--- config.mk ---
export PLATFORM = sky130hd
export DESIGN_NAME = dm_ctrl_flat
export DESIGN_NICKNAME = d
export VERILOG_FILES = /design/src/rtl/dm_ctrl_if.sv /design/src/rtl/dm_ctrl.sv /design/src/flat_wrapper.sv
export SDC_FILE = /design/constraint.sdc
export NUM_CORES = 1
export LEC_CHECK = 0
export BUFFER_PORTS_ARGS = -buffer_cell sky130_fd_sc_hd__buf_4
export CAP_MARGIN = 10
export CORE_MARGIN = 2
export CORE_UTILIZATION = 40
export DETAILED_ROUTE_END_ITERATION = 6
export PLACE_DENSITY_LB_ADDON = 0.15
export SYNTH_ARGS = -nofsm -noshare
export SYNTH_HDL_FRONTEND = slang
export SYNTH_SLANG_ARGS = --single-unit
--- constraint.sdc ---
create_clock -name clk -period 3.8 [get_ports clk]
set_input_delay 0.76 -clock clk [delete_from_list [all_inputs] [get_ports clk]]
set_output_delay 0.76 -clock clk [all_outputs]
set_load 0.005 [all_outputs]
--- src/rtl/dm_ctrl_if.sv ---
// Bundle of the pipeline MEM-stage port, the debug/loader port and the
// word-addressed data memory port that dm_ctrl arbitrates between.
interface dm_ctrl_if;
   // pipeline side
   logic        p_req;
   logic        p_we;
   logic [1:0]  p_size;
   logic        p_sext;
   logic [31:0] p_addr;
   logic [31:0] p_wdata;
   logic [31:0] p_rdata;
   logic        p_stall;
   logic        p_misalign;
   // debug side
   logic        d_req;
   logic        d_we;
   logic [9:0]  d_addr;
   logic [31:0] d_wdata;
   logic [31:0] d_rdata;
   logic        d_ack;
   // memory side
   logic [9:0]  dm_addr;
   logic [31:0] dm_din;
   logic        dm_wr;
   logic [31:0] dm_dout;

   // controller view
   modport slave (
      input  p_req, p_we, p_size, p_sext, p_addr, p_wdata,
      output p_rdata, p_stall, p_misalign,
      input  d_req, d_we, d_addr, d_wdata,
      output d_rdata, d_ack,
      output dm_addr, dm_din, dm_wr,
      input  dm_dout
   );

   // requester / memory-model view
   modport master (
      output p_req, p_we, p_size, p_sext, p_addr, p_wdata,
      input  p_rdata, p_stall, p_misalign,
      output d_req, d_we, d_addr, d_wdata,
      input  d_rdata, d_ack,
      input  dm_addr, dm_din, dm_wr,
      output dm_dout
   );
endinterface

--- src/rtl/dm_ctrl.sv ---
// Data-memory controller: shares one word-wide memory port between the
// pipeline (with sub-word loads and read-modify-write sub-word stores)
// and a debug/loader port that is forced through after D_MAX_WAIT cycles.
module dm_ctrl #(
   parameter int D_MAX_WAIT = 4
) (
   input  logic     clk,
   input  logic     rst,
   dm_ctrl_if.slave bus
);

   localparam int WAIT_W = (D_MAX_WAIT > 0) ? $clog2(D_MAX_WAIT + 1) : 1;
   localparam logic [WAIT_W-1:0] WAIT_MAX = WAIT_W'(D_MAX_WAIT);

   typedef enum logic {IDLE, MERGE} state_t;

   state_t            state, next_state;
   logic [WAIT_W-1:0] wait_cnt;
   logic [9:0]        mrg_addr;
   logic [31:0]       mrg_data;
   logic              mrg_load;
   logic              d_win;
   logic              is_word;
   logic              misalign;
   logic              unused_addr_hi;

   // Lane select plus zero/sign extension for loads; size 11 acts as word.
   function automatic logic [31:0] load_ext(input logic [31:0] word,
                                            input logic [1:0]  size,
                                            input logic [1:0]  lane,
                                            input logic        sext);
      logic signed [7:0]  b;
      logic signed [15:0] h;
      logic [31:0]        r;
      b = word[{lane, 3'b000} +: 8];
      h = word[{lane[1], 4'b0000} +: 16];
      case (size)
         2'b00:   r = sext ? 32'(b) : {24'h0, b};
         2'b01:   r = sext ? 32'(h) : {16'h0, h};
         default: r = word;
      endcase
      return r;
   endfunction

   // Replace the addressed lane of the old word with right-aligned store data.
   function automatic logic [31:0] merge_lane(input logic [31:0] word,
                                              input logic [1:0]  size,
                                              input logic [1:0]  lane,
                                              input logic [31:0] wdata);
      logic [31:0] r;
      r = word;
      case (size)
         2'b00:   r[{lane, 3'b000} +: 8]     = wdata[7:0];
         2'b01:   r[{lane[1], 4'b0000} +: 16] = wdata[15:0];
         default: r = wdata;
      endcase
      return r;
   endfunction

   assign unused_addr_hi = ^bus.p_addr[31:12];

   assign is_word  = bus.p_size[1];
   assign misalign = ((bus.p_size == 2'b01) && bus.p_addr[0]) ||
                     (is_word && (bus.p_addr[1:0] != 2'b00));
   assign d_win    = bus.d_req && (!bus.p_req || (wait_cnt == WAIT_MAX));

   // Port steering, load data return and next-state selection.
   always_comb begin
      next_state     = state;
      mrg_load       = 1'b0;
      bus.p_rdata    = 32'h0;
      bus.p_stall    = 1'b0;
      bus.p_misalign = 1'b0;
      bus.d_rdata    = 32'h0;
      bus.d_ack      = 1'b0;
      bus.dm_addr    = bus.p_addr[11:2];
      bus.dm_din     = bus.p_wdata;
      bus.dm_wr      = 1'b0;
      if (!rst) begin
         unique case (state)
            IDLE: begin
               if (d_win) begin
                  bus.dm_addr = bus.d_addr;
                  bus.dm_din  = bus.d_wdata;
                  bus.dm_wr   = bus.d_we;
                  bus.d_ack   = 1'b1;
                  bus.d_rdata = bus.dm_dout;
                  bus.p_stall = bus.p_req;
               end else if (bus.p_req) begin
                  if (misalign) begin
                     bus.p_misalign = 1'b1;
                  end else if (!bus.p_we) begin
                     bus.p_rdata = load_ext(bus.dm_dout, bus.p_size,
                                            bus.p_addr[1:0], bus.p_sext);
                  end else if (is_word) begin
                     bus.dm_wr = 1'b1;
                  end else begin
                     bus.p_stall = 1'b1;
                     mrg_load    = 1'b1;
                     next_state  = MERGE;
                  end
               end
            end
            MERGE: begin
               bus.dm_addr = mrg_addr;
               bus.dm_din  = mrg_data;
               bus.dm_wr   = 1'b1;
               next_state  = IDLE;
            end
            default: next_state = IDLE;
         endcase
      end
   end

   // FSM state register.
   always_ff @(posedge clk) begin
      if (rst) state <= IDLE;
      else     state <= next_state;
   end

   // Debug starvation counter: counts cycles the debug request goes unserved.
   always_ff @(posedge clk) begin
      if (rst || !bus.d_req || bus.d_ack) wait_cnt <= '0;
      else if (wait_cnt != WAIT_MAX)      wait_cnt <= wait_cnt + 1'b1;
   end

   // Capture address and merged word during the read half of a sub-word store.
   always_ff @(posedge clk) begin
      if (rst) begin
         mrg_addr <= '0;
         mrg_data <= '0;
      end else if (mrg_load) begin
         mrg_addr <= bus.p_addr[11:2];
         mrg_data <= merge_lane(bus.dm_dout, bus.p_size, bus.p_addr[1:0],
                                bus.p_wdata);
      end
   end

endmodule
--- src/flat_wrapper.sv ---
// flat-port wrapper written by rule: the top's interface ports become plain ports
module dm_ctrl_flat 
#(
   parameter int D_MAX_WAIT = 4
)
  (clk, rst, bus_p_req, bus_p_we, bus_p_size, bus_p_sext, bus_p_addr, bus_p_wdata, bus_p_rdata, bus_p_stall, bus_p_misalign, bus_d_req, bus_d_we, bus_d_addr, bus_d_wdata, bus_d_rdata, bus_d_ack, bus_dm_addr, bus_dm_din, bus_dm_wr, bus_dm_dout);
  dm_ctrl_if bus_i ();
  input  logic clk;
  input  logic rst;
  input wire logic [$bits(bus_i.p_req)-1:0] bus_p_req;
  input wire logic [$bits(bus_i.p_we)-1:0] bus_p_we;
  input wire logic [$bits(bus_i.p_size)-1:0] bus_p_size;
  input wire logic [$bits(bus_i.p_sext)-1:0] bus_p_sext;
  input wire logic [$bits(bus_i.p_addr)-1:0] bus_p_addr;
  input wire logic [$bits(bus_i.p_wdata)-1:0] bus_p_wdata;
  output wire logic [$bits(bus_i.p_rdata)-1:0] bus_p_rdata;
  output wire logic [$bits(bus_i.p_stall)-1:0] bus_p_stall;
  output wire logic [$bits(bus_i.p_misalign)-1:0] bus_p_misalign;
  input wire logic [$bits(bus_i.d_req)-1:0] bus_d_req;
  input wire logic [$bits(bus_i.d_we)-1:0] bus_d_we;
  input wire logic [$bits(bus_i.d_addr)-1:0] bus_d_addr;
  input wire logic [$bits(bus_i.d_wdata)-1:0] bus_d_wdata;
  output wire logic [$bits(bus_i.d_rdata)-1:0] bus_d_rdata;
  output wire logic [$bits(bus_i.d_ack)-1:0] bus_d_ack;
  output wire logic [$bits(bus_i.dm_addr)-1:0] bus_dm_addr;
  output wire logic [$bits(bus_i.dm_din)-1:0] bus_dm_din;
  output wire logic [$bits(bus_i.dm_wr)-1:0] bus_dm_wr;
  input wire logic [$bits(bus_i.dm_dout)-1:0] bus_dm_dout;
  assign bus_i.p_req = bus_p_req;
  assign bus_i.p_we = bus_p_we;
  assign bus_i.p_size = bus_p_size;
  assign bus_i.p_sext = bus_p_sext;
  assign bus_i.p_addr = bus_p_addr;
  assign bus_i.p_wdata = bus_p_wdata;
  assign bus_p_rdata = bus_i.p_rdata;
  assign bus_p_stall = bus_i.p_stall;
  assign bus_p_misalign = bus_i.p_misalign;
  assign bus_i.d_req = bus_d_req;
  assign bus_i.d_we = bus_d_we;
  assign bus_i.d_addr = bus_d_addr;
  assign bus_i.d_wdata = bus_d_wdata;
  assign bus_d_rdata = bus_i.d_rdata;
  assign bus_d_ack = bus_i.d_ack;
  assign bus_dm_addr = bus_i.dm_addr;
  assign bus_dm_din = bus_i.dm_din;
  assign bus_dm_wr = bus_i.dm_wr;
  assign bus_i.dm_dout = bus_dm_dout;
  dm_ctrl #(.D_MAX_WAIT(D_MAX_WAIT)) u_core (.clk(clk), .rst(rst), .bus(bus_i));
endmodule
-- Word level (Yosys, flattened, before mapping)
Cells that the tools add are included.
- word-level logic and storage cells: 75
- flip-flop bits (word level): 46
- output and inout bits: 110
- eq/ne operators: 3
- reduce and logical (&&, ||, !) cells: 11
- mux-type cells: 47
- add/subtract/negate cells: 3
- shift-type cells: 6
- bitwise gates (word level): 1
- operators with widths (operator ; number):
    $mux 32 ; 13
    $pmux 32 s2 ; 3
    $bwmux 32 ; 2
    $shift 16x7->32 const A ; 1
    $shift 8x7->32 const A ; 1
    $shiftx 16x7->32 ; 1
    $shiftx 32x6->16 ; 1
    $shiftx 32x6->8 ; 1
    $shiftx 8x7->32 ; 1
    $mux 1 ; 24
    $mux 10 ; 2
    $pmux 10 s2 ; 1
    $neg 5->7 ; 2
    $logic_or 1x1->1 ; 4
    $pmux 1 s2 ; 2
    $add 3x1->3 const B ; 1
    $eq 3x3->1 const B ; 1
    $logic_and 1x1->1 ; 3
    $ne 3x3->1 const B ; 1
    $eq 2x1->1 const B ; 1
    $logic_not 1->1 ; 2
    $logic_not 2->1 ; 1
    $reduce_bool 2->1 ; 1
    $not 1->1 ; 1

-- Longest topological paths before layout
- word-level depth: 9
- depth in mapped cells: 10

-- Worst setup path after synthesis
Ideal clock, no wire load.
- path type: input -> output
- start point: input bus_p_addr[1]
- end point: output bus_p_rdata[17]
- slack: 0.599 ns
- buffers on the path: 3
- cell stages on the path: 8
- data required time: 3.040 ns
- data arrival time: 2.441 ns
- path through: buf_4 clkinv_1 ha_1 mux2_2 or4b_1 clkbuf_1 clkbuf_1 a211oi_1
- word-level cells in the longest chain between the ends: 9
- elaborated cells between the ends (all ways): 14
- those cells by class: shift: 2; mux: 9; reduce/logical: 3
- RTL lines (what ; RTL line ; RTL):
    from (decl) ; flat_wrapper.sv:14 ; input wire logic [$bits(bus_i.p_addr)-1:0] bus_p_addr;
    $shiftx 32x6->16 / $shiftx 32x6->8 (equally long branches) ; dm_ctrl.sv:36, dm_ctrl.sv:35 ;
    $mux 32 (on tied branches) ; dm_ctrl.sv:39, dm_ctrl.sv:38 ;
    $pmux 32 s2 ; dm_ctrl.sv:37 ; case (size)
    $mux 32 ; dm_ctrl.sv:92 ; end else if (!bus.p_we) begin
    $mux 32 (*) ; dm_ctrl.sv:90 ; if (misalign) begin
    $mux 32 (*) ; dm_ctrl.sv:89 ; end else if (bus.p_req) begin
    $mux 32 (*) ; dm_ctrl.sv:82 ; if (d_win) begin
    $mux 32 (*) ; dm_ctrl.sv:80 ; unique case (state)
    $mux 32 (*) ; dm_ctrl.sv:79 ; if (!rst) begin
    to (decl) ; flat_wrapper.sv:16 ; output wire logic [$bits(bus_i.p_rdata)-1:0] bus_p_rdata;
Mark *: on every way between the ends. The rest lies on a longest branch, timed or not.

-- Final worst setup path
- start point: input bus_p_addr[1]
- end point: output bus_p_rdata[15]
Same word-level chain as after synthesis.

==> results.json <==
{
  "grt_max_degree": 61,
  "worstSkewPairLatency_ns": 0.29,
  "finalHoldViolations": 0,
  "gp_congestion": 0.935,
  "synth_area_leaders": "mux2_2 (22%), dfxtp_1 (21%), a211oi_1 (6.8%), nand2_1 (6.1%), a311oi_2 (5.4%)",
  "numPortBuffers": 236,
  "synth_area_mm2": 0.00442,
  "drive_above_1_share": 0.476,
  "grt_first_pass_wirelength_mm": 25.4,
  "ys_types": 41,
  "register_area_um2": 922,
  "status": "complete, no violations",
  "num_io_pins": 257,
  "htreeDepth": 2,
  "rsz0062_at_grt": "no",
  "synth.top_cell.area_share": 0.216,
  "diodes": 0,
  "hpwl_mm": 12.9,
  "crit_chain": "buf_4 -> mux2i_1 -> o22ai_1 -> a21oi_1 -> nor3_1 -> buf_4",
  "critPathSlowestCell": "a21oi_1",
  "crit_type": "input port to output pin",
  "yosysWarningCount": 0,
  "post_cts_buffers": 0,
  "area_growth_syn_to_layout_pct": 43.5,
  "die_h_um": 109,
  "cp_num_buf_inv": 2,
  "rows": 38,
  "grt_overflow_total": 0,
  "r2r_start": "u_core.wait_cnt[0]",
  "antenna_found_initial": 0,
  "fin_nets": 919,
  "vias": 5144,
  "clkTransAtPathRegs_ns": 0.08,
  "cpMostUsedCell": "buf_4",
  "vdd_drop_max_uv": 150,
  "fill_cells": 995,
  "slew_headroom": 0.153,
  "ys.flop_type": "dfxtp_1",
  "max_freq_ghz": 0.285,
  "worstPathRequired_ns": 3.04,
  "crit_family": "compound AO/OA/AOI/OAI gates",
  "die_w_um": 109,
  "syn-instance-count": 558,
  "maxCapViolCount": 0,
  "min_from": "u_core.mrg_addr[5]",
  "synth-edff-count": 0,
  "power_density_mw_per_mm2": 207,
  "synthArstFlopShare": 0,
  "multi_input_area_mm2": 0.00321,
  "drt-pass1-iter-count": 7,
  "min_period_over_period": 0.924,
  "cts_hold_buf": 0,
  "max_stage_delay_ns": 1.00,
  "synth.net_count": 712,
  "drtAntennaViolNets": 0,
  "avgRoutedWirePerCell_um": 18.8,
  "post_cts_resized": 0,
  "drt_wl_total_mm": 17.0,
  "grt_pass1_vias": 4780,
  "coreArea_mm2": 0.0108,
  "fin_crit_ns": 3.51,
  "cp_max_fo": 21,
  "post-synth-top-area-cell": "mux2_2",
  "placed_cells": 898,
  "start_util": 0.410,
  "numCtsBuffers": 5,
  "track_usage": 0.272,
  "crit_path_end_kind": "output pin",
  "setup_viol": 0,
  "cts_max_path_buffers": 2,
  "crit_start": "bus_p_addr[1]",
  "worstPathArrival_ns": 2.75,
  "startpoint_type": "input port",
  "setup_tns_ns": 0,
  "ys_seq_elements": 46,
  "die-area_mm2": 0.0119,
  "synth_area_per_cell_um2": 7.93,
  "cts_sinks": 46,
  "post-route-drc-count": 0,
  "drtIter0Drc": 474,
  "ys_seq_area_frac": 0.208,
  "worst_slew_pin_slew_ns": 1.27,
  "viasPerCell": 5.68,
  "hold_class": "register to register",
  "cts_root_buf": "clkbuf_8",
  "fin_skew_ns": 0.00442,
  "final_cells": 905,
  "cts_tree": "built",
  "p_leak_nw": 2.66,
  "drv_slew": 0
}
-- worst reg2reg max path, cell delays in order, from the launching register on --
cell and delay [ns]:
dfxtp_1 0.40, inv_1 0.08, ha_1 0.24, and3_1 0.20
or4b_1 0.50, buf_4 0.25, clkinv_4 0.39, nor2_1 0.14
a311oi_2 0.24
-- synthesized netlist by cell type, types with 2 or more instances --
cell	count
a211oi_1	40
a21o_1	2
a21oi_1	28
a221oi_1	23
a222oi_1	8
a311oi_2	16
and2_1	32
buf_1	2
buf_4	4
buf_6	4
clkbuf_1	38
dfxtp_1	46
ha_1	7
inv_1	14
mux2_2	85
mux2i_1	3
nand2_1	72
nand2b_1	4
nand3_1	10
nor2_1	53
nor2b_1	2
nor3_1	12
nor4_1	2
o21ai_0	16
o21bai_1	8
o22ai_1	2
or3_1	10
or4b_1	2
-- worst paths after layout --
path | slack, ns | endpoint | cells past startpoint
worst min register to register | 0.46 | u_core.mrg_addr[5] | 2
worst max register to register | 1.28 | u_core.mrg_data[15] | 8
worst min-delay path | 0.46 | u_core.mrg_addr[5] | 2
worst max-delay path | 0.29 | bus_p_rdata[15] | 6
-- registers in the layout, indices dropped and copies added, names as in the netlist --
register and count:
u_core.mrg_data 32, u_core.mrg_addr 10, u_core.state 1, u_core.wait_cnt 3
-- where the power goes --
group	total [mW]	switching, mW	leakage, nW	internal (mW)
sequential	0.502	0.00740	0.373	0.495
clock	0.293	0.169	0.0438	0.124
combinational	0.516	0.249	2.24	0.267
-- per-layer routing --
| metal | wire, µm | GRT usage | part of all wire | vias up |
|---|---|---|---|---|
| met5 | 0 | 0 | 0 | - |
| met4 | 304 | 0.0531 | 0.018 | 0 |
| met3 | 1470 | 0.0389 | 0.086 | 22 |
| met2 | 8370 | 0.476 | 0.49 | 267 |
| met1 | 6890 | 0.356 | 0.40 | 2387 |
| li1 | - | - | - | 2468 |
-- cell type report --
| cell class | instances | share of cell area |
|---|---|---|
| multi-input combinational | 446 | 0.507 |
| timing repair buffer | 250 | 0.298 |
| sequential | 46 | 0.145 |
| tap | 140 | 0.0276 |
| clock buffer | 5 | 0.0108 |
| inverter | 16 | 0.0103 |
| clock inverter | 2 | 0.00158 |
-- cells by family after synthesis --
group,synth area share
AND/OR/NAND/NOR,0.216
AO/OA/AOI/OAI,0.261
multiplexers,0.223
buffers and inverters,0.0702
flip-flops,0.208
adder cells (fa/ha/maj),0.0198
XOR/XNOR,0.00198
-- metrics by stage --
stage | total power [mW] | hold WS, ns | setup WS [ns] | area (µm²) | utilization
global placement | 1.02 | 0.440 | 0.376 | 6270 | 0.581
detailed placement | 1.03 | 0.447 | 0.318 | 6270 | 0.581
finish | 1.31 | 0.457 | 0.287 | 6340 | 0.588
CTS | 1.31 | 0.460 | 0.323 | 6340 | 0.588
floorplan | 0.755 | 0.433 | 0.599 | 4420 | -
global route | 1.37 | 0.481 | 0.112 | 6340 | 0.588
-- placed cells by master, fill, tap and decap left out, types with 7 or more instances in the layout --
master / netlist / final
buf_4: 4 / 249
dfxtp_1: 46 / 45
or3_1: 10 / 10
a222oi_1: 8 / 8
nand2_1: 72 / 72
nand3_1: 10 / 10
and2_1: 32 / 32
nor3_1: 12 / 11
nor2_1: 53 / 53
a21oi_1: 28 / 27
o21ai_0: 16 / 16
a311oi_2: 16 / 16
mux2_2: 85 / 85
inv_1: 14 / 14
a211oi_1: 40 / 40
a221oi_1: 23 / 23
ha_1: 7 / 7
o21bai_1: 8 / 8
Power figures use the tool's default switching activity.
